File: src/rtl/ps2_key_decoder.sv
// ps2_key_decoder: PS/2 keyboard receiver and scancode decoder.
// Synchronises and deglitches the keyboard clock, shifts in 11-bit frames,
// aborts stalled frames and folds E0/F0 prefixes into one 11-bit key event.
// Optional build macro: PS2_PARITY_CHECK_EN (enables the odd-parity check).
module ps2_key_decoder #(
    parameter int TIMEOUT_CYC = 24576
) (
    input  logic        I_CLK_24576M,
    input  logic        I_RESETn,
    input  logic        I_PS2_CLK,
    input  logic        I_PS2_DAT,
    output logic [10:0] O_PS2_KEY,
    output logic        O_FRAME_ERR
);

    localparam int TMO_W = $clog2(TIMEOUT_CYC + 1);
    localparam logic [TMO_W-1:0] TMO_LIM = TMO_W'(TIMEOUT_CYC);

    localparam logic [1:0] ST_IDLE   = 2'd0;
    localparam logic [1:0] ST_DATA   = 2'd1;
    localparam logic [1:0] ST_PARITY = 2'd2;
    localparam logic [1:0] ST_STOP   = 2'd3;

    logic [1:0]       r_clk_sync;
    logic [1:0]       r_dat_sync;
    logic             r_clk_filt;
    logic [2:0]       r_flt_cnt;
    logic [1:0]       r_state;
    logic [2:0]       r_bit_cnt;
    logic [7:0]       r_shift;
    logic [TMO_W-1:0] r_tmo_cnt;
    logic             r_ext;
    logic             r_brk;
    logic [10:0]      r_key;
    logic             r_frame_err;

    logic w_clk_diff;
    logic w_flt_done;
    logic w_fall;
    logic w_dat;
    logic w_par_ok;
    logic w_ignore;

    // Two-flop synchronisers; both lines idle high so reset to 1
    always_ff @(posedge I_CLK_24576M or negedge I_RESETn) begin
        if (!I_RESETn) begin
            r_clk_sync <= 2'b11;
            r_dat_sync <= 2'b11;
        end else begin
            r_clk_sync <= {r_clk_sync[0], I_PS2_CLK};
            r_dat_sync <= {r_dat_sync[0], I_PS2_DAT};
        end
    end

    // A new clock level is accepted on the 8th consecutive cycle it differs
    assign w_clk_diff = (r_clk_sync[1] != r_clk_filt);
    assign w_flt_done = w_clk_diff && (r_flt_cnt == 3'd7);
    assign w_fall     = w_flt_done && r_clk_filt;
    assign w_dat      = r_dat_sync[1];

    // Glitch filter on the synchronised PS/2 clock
    always_ff @(posedge I_CLK_24576M or negedge I_RESETn) begin
        if (!I_RESETn) begin
            r_clk_filt <= 1'b1;
            r_flt_cnt  <= 3'd0;
        end else if (!w_clk_diff) begin
            r_flt_cnt <= 3'd0;
        end else if (w_flt_done) begin
            r_clk_filt <= r_clk_sync[1];
            r_flt_cnt  <= 3'd0;
        end else begin
            r_flt_cnt <= r_flt_cnt + 3'd1;
        end
    end

`ifdef PS2_PARITY_CHECK_EN
    logic r_par;

    // Parity bit captured on its falling edge; checked at the stop bit
    always_ff @(posedge I_CLK_24576M or negedge I_RESETn) begin
        if (!I_RESETn) begin
            r_par <= 1'b0;
        end else if (w_fall && (r_state == ST_PARITY)) begin
            r_par <= w_dat;
        end
    end

    assign w_par_ok = ^{r_shift, r_par};
`else
    assign w_par_ok = 1'b1;
`endif

    // Keyboard housekeeping replies are dropped unless a prefix is pending
    assign w_ignore = (r_shift == 8'hAA) || (r_shift == 8'hFA) ||
                      (r_shift == 8'hEE) || (r_shift == 8'hFE) ||
                      (r_shift == 8'h00) || (r_shift == 8'hFF);

    // Frame FSM, stall timeout and prefix/event decoding
    always_ff @(posedge I_CLK_24576M or negedge I_RESETn) begin
        if (!I_RESETn) begin
            r_state     <= ST_IDLE;
            r_bit_cnt   <= 3'd0;
            r_shift     <= 8'h00;
            r_tmo_cnt   <= '0;
            r_ext       <= 1'b0;
            r_brk       <= 1'b0;
            r_key       <= 11'h000;
            r_frame_err <= 1'b0;
        end else begin
            r_frame_err <= 1'b0;
            if ((r_state != ST_IDLE) && !w_fall) begin
                // Stalled mid-frame: drop the partial byte, keep the prefixes
                if (r_tmo_cnt == TMO_LIM) begin
                    r_state     <= ST_IDLE;
                    r_tmo_cnt   <= '0;
                    r_frame_err <= 1'b1;
                end else begin
                    r_tmo_cnt <= r_tmo_cnt + TMO_W'(1);
                end
            end else if (w_fall) begin
                r_tmo_cnt <= '0;
                case (r_state)
                    ST_IDLE: begin
                        if (!w_dat) begin
                            r_state   <= ST_DATA;
                            r_bit_cnt <= 3'd0;
                        end
                    end
                    ST_DATA: begin
                        r_shift <= {w_dat, r_shift[7:1]};
                        if (r_bit_cnt == 3'd7) begin
                            r_state <= ST_PARITY;
                        end else begin
                            r_bit_cnt <= r_bit_cnt + 3'd1;
                        end
                    end
                    ST_PARITY: begin
                        r_state <= ST_STOP;
                    end
                    default: begin
                        r_state <= ST_IDLE;
                        if (!(w_dat && w_par_ok)) begin
                            r_frame_err <= 1'b1;
                        end else if (r_shift == 8'hE0) begin
                            r_ext <= 1'b1;
                        end else if (r_shift == 8'hF0) begin
                            r_brk <= 1'b1;
                        end else if (!(w_ignore && !r_ext && !r_brk)) begin
                            r_key <= {~r_key[10], ~r_brk, r_ext, r_shift};
                            r_ext <= 1'b0;
                            r_brk <= 1'b0;
                        end
                    end
                endcase
            end
        end
    end

    assign O_PS2_KEY   = r_key;
    assign O_FRAME_ERR = r_frame_err;

endmodule
File: config.mk
export PLATFORM = sky130hd
export DESIGN_NAME = ps2_key_decoder
export DESIGN_NICKNAME = d
export VERILOG_FILES = /design/src/rtl/ps2_key_decoder.sv
export SDC_FILE = /design/constraint.sdc
export NUM_CORES = 1
export LEC_CHECK = 0
export ABC_AREA = 1
export CORE_MARGIN = 10
export CORE_UTILIZATION = 63
export DETAILED_ROUTE_END_ITERATION = 7
export PLACE_DENSITY = 0.81
export SYNTH_ARGS = -nofsm -noshare
export SYNTH_HDL_FRONTEND = slang
export SYNTH_SLANG_ARGS = --single-unit
File: constraint.sdc
create_clock -name I_CLK_24576M -period 3.7 [get_ports I_CLK_24576M]
set_input_delay 0.925 -clock I_CLK_24576M [delete_from_list [all_inputs] [get_ports I_CLK_24576M]]
set_output_delay 0.925 -clock I_CLK_24576M [all_outputs]
set_load 0.1 [all_outputs]
==> summary.md, run 1 <==
| Metric | Value |
|---|---|
| Status | completed |
| Cell family with most CP delay | buffers and inverters |
| Synth Warn # | 0 |
| Routed WL | 4960 um |
| Startpoint types | flop |
| Port Buf Inserts | 15 |
| Pint | 804 uW |
| Critical Path Sink Type | output pin |
| Hold Path Cell Cnt | 0 |
| Crit path kind | reg -> out |
| EDFF count, synth | 0 |
| Vert. Die Dim | 84.0 um |
| Flops & latches, synth | 50 |
| Synth area leaders | dfrtp_1 44%, nand2_1 13%, nand3_1 6.0% |
| Pleak | 1.37 nW |
| WL/cell | 12.8 um |
| Area grow syn2layout | 11.2% |
| Die area | 0.00705 sq mm |
| NumNets Final | 350 |
| Clk Latency, worst-skew pair | 310 ps |
| R2r setup slk | 1840 ps |
| Largest area contributor in the netlist | dfrtp_1 |
| Final Max Slew Viols | 0 |
| Routability Congestion | 0.903 |
| CTS Root Cell | clkbuf_8 |
| Site row count | 23 |
| Gate power share | 0.062 |
| Clk pin slew, worst setup/hold paths | 100 ps |
| # hold bufs at CTS | 0 |
| Netlist cell types | 25 |
| Mapped Area | 0.00258 sq mm |
| Avg Vias per Cell | 5.23 |
| Post-cts sizing count | 0 |
| Setup TNS | 0 ps |
| DR iter-0 viols | 127 |
| Async SR Flop Fraction | 1.00 |
| CTS tree | built |
| Synth Area per Inst | 8.08 sq um |
| Layout cells sized above 1 | 0.0801 |
| Final critical-path required period | 2770 ps |
| Period utilization | 0.748 |
| Total grt overflow | 0 |
| Register share of total power | 0.556 |
| Fin area | 0.00287 sq mm |
| Final hold violations | 0 |
| Max VDD drop | 0.278 mV |
| CP required | 2770 ps |
| Pin count of the biggest net entering global routing | 51 |
| Gr usage total | 0.149 |
| Fillcell total | 299 |
| Maximum clock frequency | 361 MHz |
| Dpl cell area | 0.00275 sq mm |
| Slew margin rel. | 0.296 |
| Max FO, Critical Path | 2 |
| P_sw | 250 uW |
| Hold Path Class | reg -> reg |
| Top FF cell, synth | dfrtp_1 |
| Syn_nets | 333 |
| IO Count | 16 |
| Slew @ Worst Pin | 1060 ps |
| Post-Synthesis Cells | 319 |
| TritonCTS Buffers | 5 |
| Detail Placement HPWL | 3640 um |
| RSZ-0062 raised after global routing | false |
| Detailed-router iteration count before antenna repair | 4 |
| Initial antenna violation count | 0 |
| Starting density of the core | 0.649 |
| R2R depth | 9 |
| MaxCap Viol Count | 0 |
| First-pass GRT wire length | 8850 um |
| Post-CTS Setup Bufs | 0 |
| Post-synth top area share | 0.437 |
| Clock Skew | 7.01 ps |
| Post-DRT Antenna Nets | 0 |
| H-tree Lvls | 2 |
| Critical-path top delay cell | clkdlybuf4s50_1 |
| Core Region | 0.00397 sq mm |
| Clock Sinks | 50 |
| Worst Hold End | r_dat_sync[1]$_DFF_PN1_ |
| Inserted Diodes | 0 |
| Sw Share | 0.237 |
| Placed instance count | 379 |
| Slowest cell delay on critical path | 1150 ps |
| Hold path startpoint | r_dat_sync[0]$_DFF_PN1_ |
| Storage cell area | 0.00126 sq mm |
| Clock Path Buffers | 2 |
| Crit-path cells | clkdlybuf4s50_1 |
| Seq/Total Area, Yosys | 0.488 |
| Detailed-route via count | 2025 |
| Final setup violation count | 0 |
| RR Startpoint | r_flt_cnt[0]$_DFF_PN0_ |
| CP bufs+invs | 1 |
| Most frequent cells in the layout | 92 x nand2_1, 45 x dfrtp_1, 38 x inv_1 |
| Vias in the first global route | 1982 |
| Drt drc | 0 |
| Final cell count without fillers | 387 |
| Commonest non-fill, non-tap cell in the layout | nand2_1 |
| Multi-input logic area | 0.00113 sq mm |
| Clock Power Share | 0.382 |
| Critical path data arrival time | 1840 ps |
| RR Endpoint | O_PS2_KEY[8]$_DFFE_PN0P_ |
| Pwr dens | 368 mW/mm^2 |
| Die extent in x | 84.0 um |
final cells by class:
| class | count | area share |
|---|---|---|
| flip-flops and latches | 50 | 0.439 |
| clock buffers | 5 | 0.0240 |
| multi-input cells | 224 | 0.395 |
| repair buffers | 15 | 0.0507 |
| clock inverters | 3 | 0.0170 |
| well taps | 50 | 0.0218 |
| inverters | 40 | 0.0524 |
worst max-delay path by stage:
| stage | slack [ps] | end | depth (start not counted) | start |
|---|---|---|---|---|
| 4_1_cts | 900 | O_PS2_KEY[1] | 1 | O_PS2_KEY[1]$_DFFE_PN0P_ |
| 5_1_grt | 890 | O_PS2_KEY[1] | 1 | O_PS2_KEY[1]$_DFFE_PN0P_ |
| 3_5_place_dp | 1260 | O_PS2_KEY[1] | 1 | O_PS2_KEY[1]$_DFFE_PN0P_ |
| 6_report | 930 | O_PS2_KEY[1] | 1 | O_PS2_KEY[1]$_DFFE_PN0P_ |
| 3_3_place_gp | 1300 | O_PS2_KEY[10] | 1 | O_PS2_KEY[10]$_DFFE_PN0P_ |
| 2_1_floorplan | 1860 | O_PS2_KEY[10] | 0 | O_PS2_KEY[10]$_DFFE_PN0P_ |
logic make-up after synthesis:
kind of cell | after synthesis | share of synthesized area
flip-flops | 50 | 0.488
AND/OR/NAND/NOR | 177 | 0.305
AO/OA/AOI/OAI | 31 | 0.0655
adder cells (fa/ha/maj) | 10 | 0.0485
buffers and inverters | 45 | 0.0728
XOR/XNOR | 6 | 0.0204
synth_stat cells (3+ instances only):
master   count
ha_1        10
buf_2        3
o22ai_1      5
nand2_2      5
dfstp_2      5
o21ai_1      3
xor2_1       4
nand2_1     92
nor2_1      26
nand4_1     12
nand3_1     31
a21oi_1      4
nor2_4       3
o21ai_0     16
nor3_1       5
dfrtp_1     45
inv_1       38
power by group through the flow:
| stage | logic [mW] | clock network, mW | registers [mW] |
|---|---|---|---|
| 2_1_floorplan | 0.0443 | 0 | 0.594 |
| 3_3_place_gp | 0.0631 | 0 | 0.595 |
| 3_5_place_dp | 0.0666 | 0 | 0.597 |
| 4_1_cts | 0.0670 | 0.408 | 0.586 |
| 5_1_grt | 0.0751 | 0.429 | 0.590 |
| 6_report | 0.0653 | 0.403 | 0.585 |
state kept, by name, indices dropped and copies added, names as in the netlist, 2 cells and up:
register    flops
r_shift         8
O_PS2_KEY      11
r_clk_sync      2
r_bit_cnt       3
r_dat_sync      2
r_flt_cnt       3
r_state         2
r_tmo_cnt      15
layer usage:
layer | vias to the layer above | global-route usage | routed length (um)
met5 | - | 0 | 0
met4 | 0 | 0.0533 | 59
met3 | 7 | 0.0430 | 201
met2 | 29 | 0.243 | 2400
met1 | 933 | 0.181 | 2300
li1 | 1056 | - | -
metrics by stage:
| stage | hold slack (ps) | utilization | total power, mW | worst slack (ps) |
|---|---|---|---|---|
| finish | 361 | 0.721 | 1.05 | 931 |
| global route | 364 | 0.721 | 1.09 | 891 |
| CTS | 362 | 0.721 | 1.06 | 903 |
| detailed placement | 349 | 0.692 | 0.664 | 1260 |
| global placement | 346 | 0.692 | 0.659 | 1300 |
| floorplan | 345 | - | 0.638 | 1860 |
(Power assumes the default switching activity.)
==> inputs of run 2 (changes only) <==
--- a/config.mk
+++ b/config.mk
@@ -7,9 +7,9 @@
 export LEC_CHECK = 0
 export ABC_AREA = 1
 export CORE_MARGIN = 10
-export CORE_UTILIZATION = 63
+export CORE_UTILIZATION = 59
 export DETAILED_ROUTE_END_ITERATION = 7
-export PLACE_DENSITY = 0.81
+export PLACE_DENSITY = 0.76
 export SYNTH_ARGS = -nofsm -noshare
 export SYNTH_HDL_FRONTEND = slang
 export SYNTH_SLANG_ARGS = --single-unit
==> constraint.sdc (replaced) <==
create_clock -name I_CLK_24576M -period 2.8 [get_ports I_CLK_24576M]
set_input_delay 0.7 -clock I_CLK_24576M [delete_from_list [all_inputs] [get_ports I_CLK_24576M]]
set_output_delay 0.7 -clock I_CLK_24576M [all_outputs]
set_load 0.1 [all_outputs]
==> run 2 against run 1 <==
Effect of this change: combinational power up 36%; wire length up 2.1%; clock power up 3%; non-clock buffer count up 1; sequential share of layout area up 0.76 points; critical path type is now reg -> reg; largest power group unchanged.
==> summary.md, run 2 (same netlist as run 1, synthesis figures left out) <==
| Metric | Value |
|---|---|
| Worst Hold End | r_clk_sync[1]$_DFF_PN1_ |
| RR Startpoint | r_flt_cnt[0]$_DFF_PN0_ |
| IO Count | 16 (unchanged) |
| Initial antenna violation count | 0 (unchanged) |
| Core Region | 0.00412 sq mm (+3.6%) |
| Die extent in x | 86.1 um (+2.5%) |
| Total power | 1.28 mW (+21%) |
| H-tree Lvls | 2 (unchanged) |
| Pin count of the biggest net entering global routing | 51 (unchanged) |
| CP required | 2980 ps (+210 ps) |
| Vias in the first global route | 1870 (-5.7%) |
| Max reg flops | 15 (unchanged) |
| Placed instance count | 380 (+0.26%) |
| Commonest non-fill, non-tap cell in the layout | nand2_1 |
| Starting density of the core | 0.626 (-0.0227) |
| Most frequent cells in the layout | 92 x nand2_1, 45 x dfrtp_1, 38 x inv_1 |
| Gate power share | 0.069 (+0.007) |
| Drt drc | 0 (unchanged) |
| Site row count | 23 (unchanged) |
| Total grt overflow | 0 (unchanged) |
| Period utilization | 0.648 |
| Routed WL | 5070 um (+2.1%) |
| Fin area | 0.00282 sq mm (-1.7%) |
| Cell family with most CP delay | simple AND/OR/NAND/NOR gates |
| Slew @ Worst Pin | 618 ps (-438 ps) |
| Crit-path cells | ha_1 -> ha_1 -> nand2_2 -> nor2_4 -> nand2_2 -> nor2_4 -> nand2_2 -> nand2_1 -> nand2_1 |
| Post-DRT Antenna Nets | 0 (unchanged) |
| Max VDD drop | 0.342 mV (+23%) |
| Dpl cell area | 0.00273 sq mm (-0.82%) |
| R2R depth | 9 (unchanged) |
| WL/cell | 13.1 um (+1.9%) |
| Post-cts sizing count | 0 (unchanged) |
| Max FO, Critical Path | 13 (+11) |
| Register share of total power | 0.606 (+0.050) |
| Slew margin rel. | 0.588 (+0.292) |
| Clock Path Buffers | 2 (unchanged) |
| P_sw | 289 uW (+15%) |
| Sw Share | 0.226 (-0.0115) |
| Setup TNS | 0 ps (unchanged) |
| Pwr dens | 454 mW/mm^2 (+23%) |
| Port Buf Inserts | 15 (unchanged) |
| Crit path kind | reg -> reg |
| DR iter-0 viols | 141 (+11%) |
| TritonCTS Buffers | 5 (unchanged) |
| CTS tree | built |
| Vert. Die Dim | 86.1 um (+2.5%) |
| Clock Power Share | 0.324 (-0.058) |
| Maximum clock frequency | 551 MHz |
| Final Max Slew Viols | 0 (unchanged) |
| Clock Sinks | 50 (unchanged) |
| Hold Path Class | reg -> reg |
| Status | completed |
| NumNets Final | 351 (+0.29%) |
| Inserted Diodes | 0 (unchanged) |
| Post-CTS Setup Bufs | 0 (unchanged) |
| Layout cells sized above 1 | 0.115 (+0.0353) |
| Pleak | 1.39 nW (+1.6%) |
| CTS Root Cell | clkbuf_8 |
| Area grow syn2layout | 9.27% |
| Clk pin slew, worst setup/hold paths | 90 ps (about the same) |
| Routability Congestion | 0.934 (+3.4%) |
| Critical-path top delay cell | dfrtp_1 |
| Clk Latency, worst-skew pair | 290 ps (-20 ps) |
| Final setup violation count | 0 (unchanged) |
| Gr usage total | 0.142 (-0.00651) |
| Startpoint types | flop |
| Hold Path Cell Cnt | 0 (unchanged) |
| Cell mode on critical path | nand2_2 |
| MaxCap Viol Count | 0 (unchanged) |
| Detail Placement HPWL | 3690 um (+1.3%) |
| Pint | 990 uW (+23%) |
| Hold path startpoint | r_clk_sync[0]$_DFF_PN1_ |
| # hold bufs at CTS | 0 (unchanged) |
| Top reg by flops | r_tmo_cnt |
| Final hold violations | 0 (unchanged) |
| Final critical-path required period | 1810 ps |
| RR Endpoint | O_PS2_KEY[5]$_DFFE_PN0P_ |
| Critical path data arrival time | 2000 ps (+160 ps) |
| First-pass GRT wire length | 8670 um (-2.1%) |
| Slowest cell delay on critical path | 360 ps (-790 ps) |
| Avg Vias per Cell | 5.39 (+3.1%) |
| RSZ-0062 raised after global routing | false |
| R2r setup slk | 990 ps (-850 ps) |
| Clock Skew | 9.04 ps (+2.03 ps) |
| Detailed-route via count | 2093 (+3.4%) |
| Detailed-router iteration count before antenna repair | 5 (+1) |
| Final cell count without fillers | 388 (+0.26%) |
| CP bufs+invs | 0 (-1) |
| Die area | 0.00741 sq mm (+5.2%) |
| Critical Path Sink Type | flop |
-- run 2: final cells by class --
| type | count | area, sq um |
|---|---|---|
| inverters | 40 | 150 |
| fillers | 354 | 1300 |
| clock buffers | 7 | 86.3 |
| well taps | 50 | 62.6 |
| repair buffers | 16 | 123 |
| flip-flops and latches | 50 | 1260 |
| multi-input cells | 224 | 1130 |
| clock inverters | 1 | 5.00 |
-- run 2: metrics by stage --
| stage | hold WS [ps] | setup WS (ps) | util |
|---|---|---|---|
| after CTS | 358 | 980 | 0.684 |
| after floorplan | 345 | 1190 | - |
| after global placement | 350 | 1070 | 0.662 |
| final | 358 | 985 | 0.684 |
| after global routing | 364 | 789 | 0.684 |
| after detailed placement | 348 | 978 | 0.662 |
-- run 2: worst max path at each step --
stage | start | end | slack, ps | cells after the start
2_1_floorplan | O_PS2_KEY[10]$_DFFE_PN0P_ | O_PS2_KEY[10] | 1190 | 0
5_1_grt | r_flt_cnt[0]$_DFF_PN0_ | O_PS2_KEY[3]$_DFFE_PN0P_ | 790 | 9
3_5_place_dp | r_flt_cnt[0]$_DFF_PN0_ | O_PS2_KEY[5]$_DFFE_PN0P_ | 980 | 9
6_report | r_flt_cnt[0]$_DFF_PN0_ | O_PS2_KEY[5]$_DFFE_PN0P_ | 990 | 9
4_1_cts | r_flt_cnt[0]$_DFF_PN0_ | O_PS2_KEY[5]$_DFFE_PN0P_ | 980 | 9
3_3_place_gp | r_flt_cnt[0]$_DFF_PN0_ | O_PS2_KEY[3]$_DFFE_PN0P_ | 1070 | 9
-- run 2: metal layers --
layer	vias to the layer above	track usage	part of all wire
met4	0	0.0464	0.0055
met3	2	0.0445	0.068
met5	-	0	0
met1	974	0.207	0.51
li1	1063	-	-
met2	54	0.192	0.41
-- run 2: power by group through the flow --
| stage | combinational (mW) | clock [mW] | sequential [mW] |
|---|---|---|---|
| CTS | 0.0905 | 0.433 | 0.775 |
| global route | 0.106 | 0.467 | 0.778 |
| detailed placement | 0.0895 | 0 | 0.789 |
| global placement | 0.0886 | 0 | 0.788 |
| floorplan | 0.0585 | 0 | 0.784 |
| finish | 0.0885 | 0.415 | 0.775 |
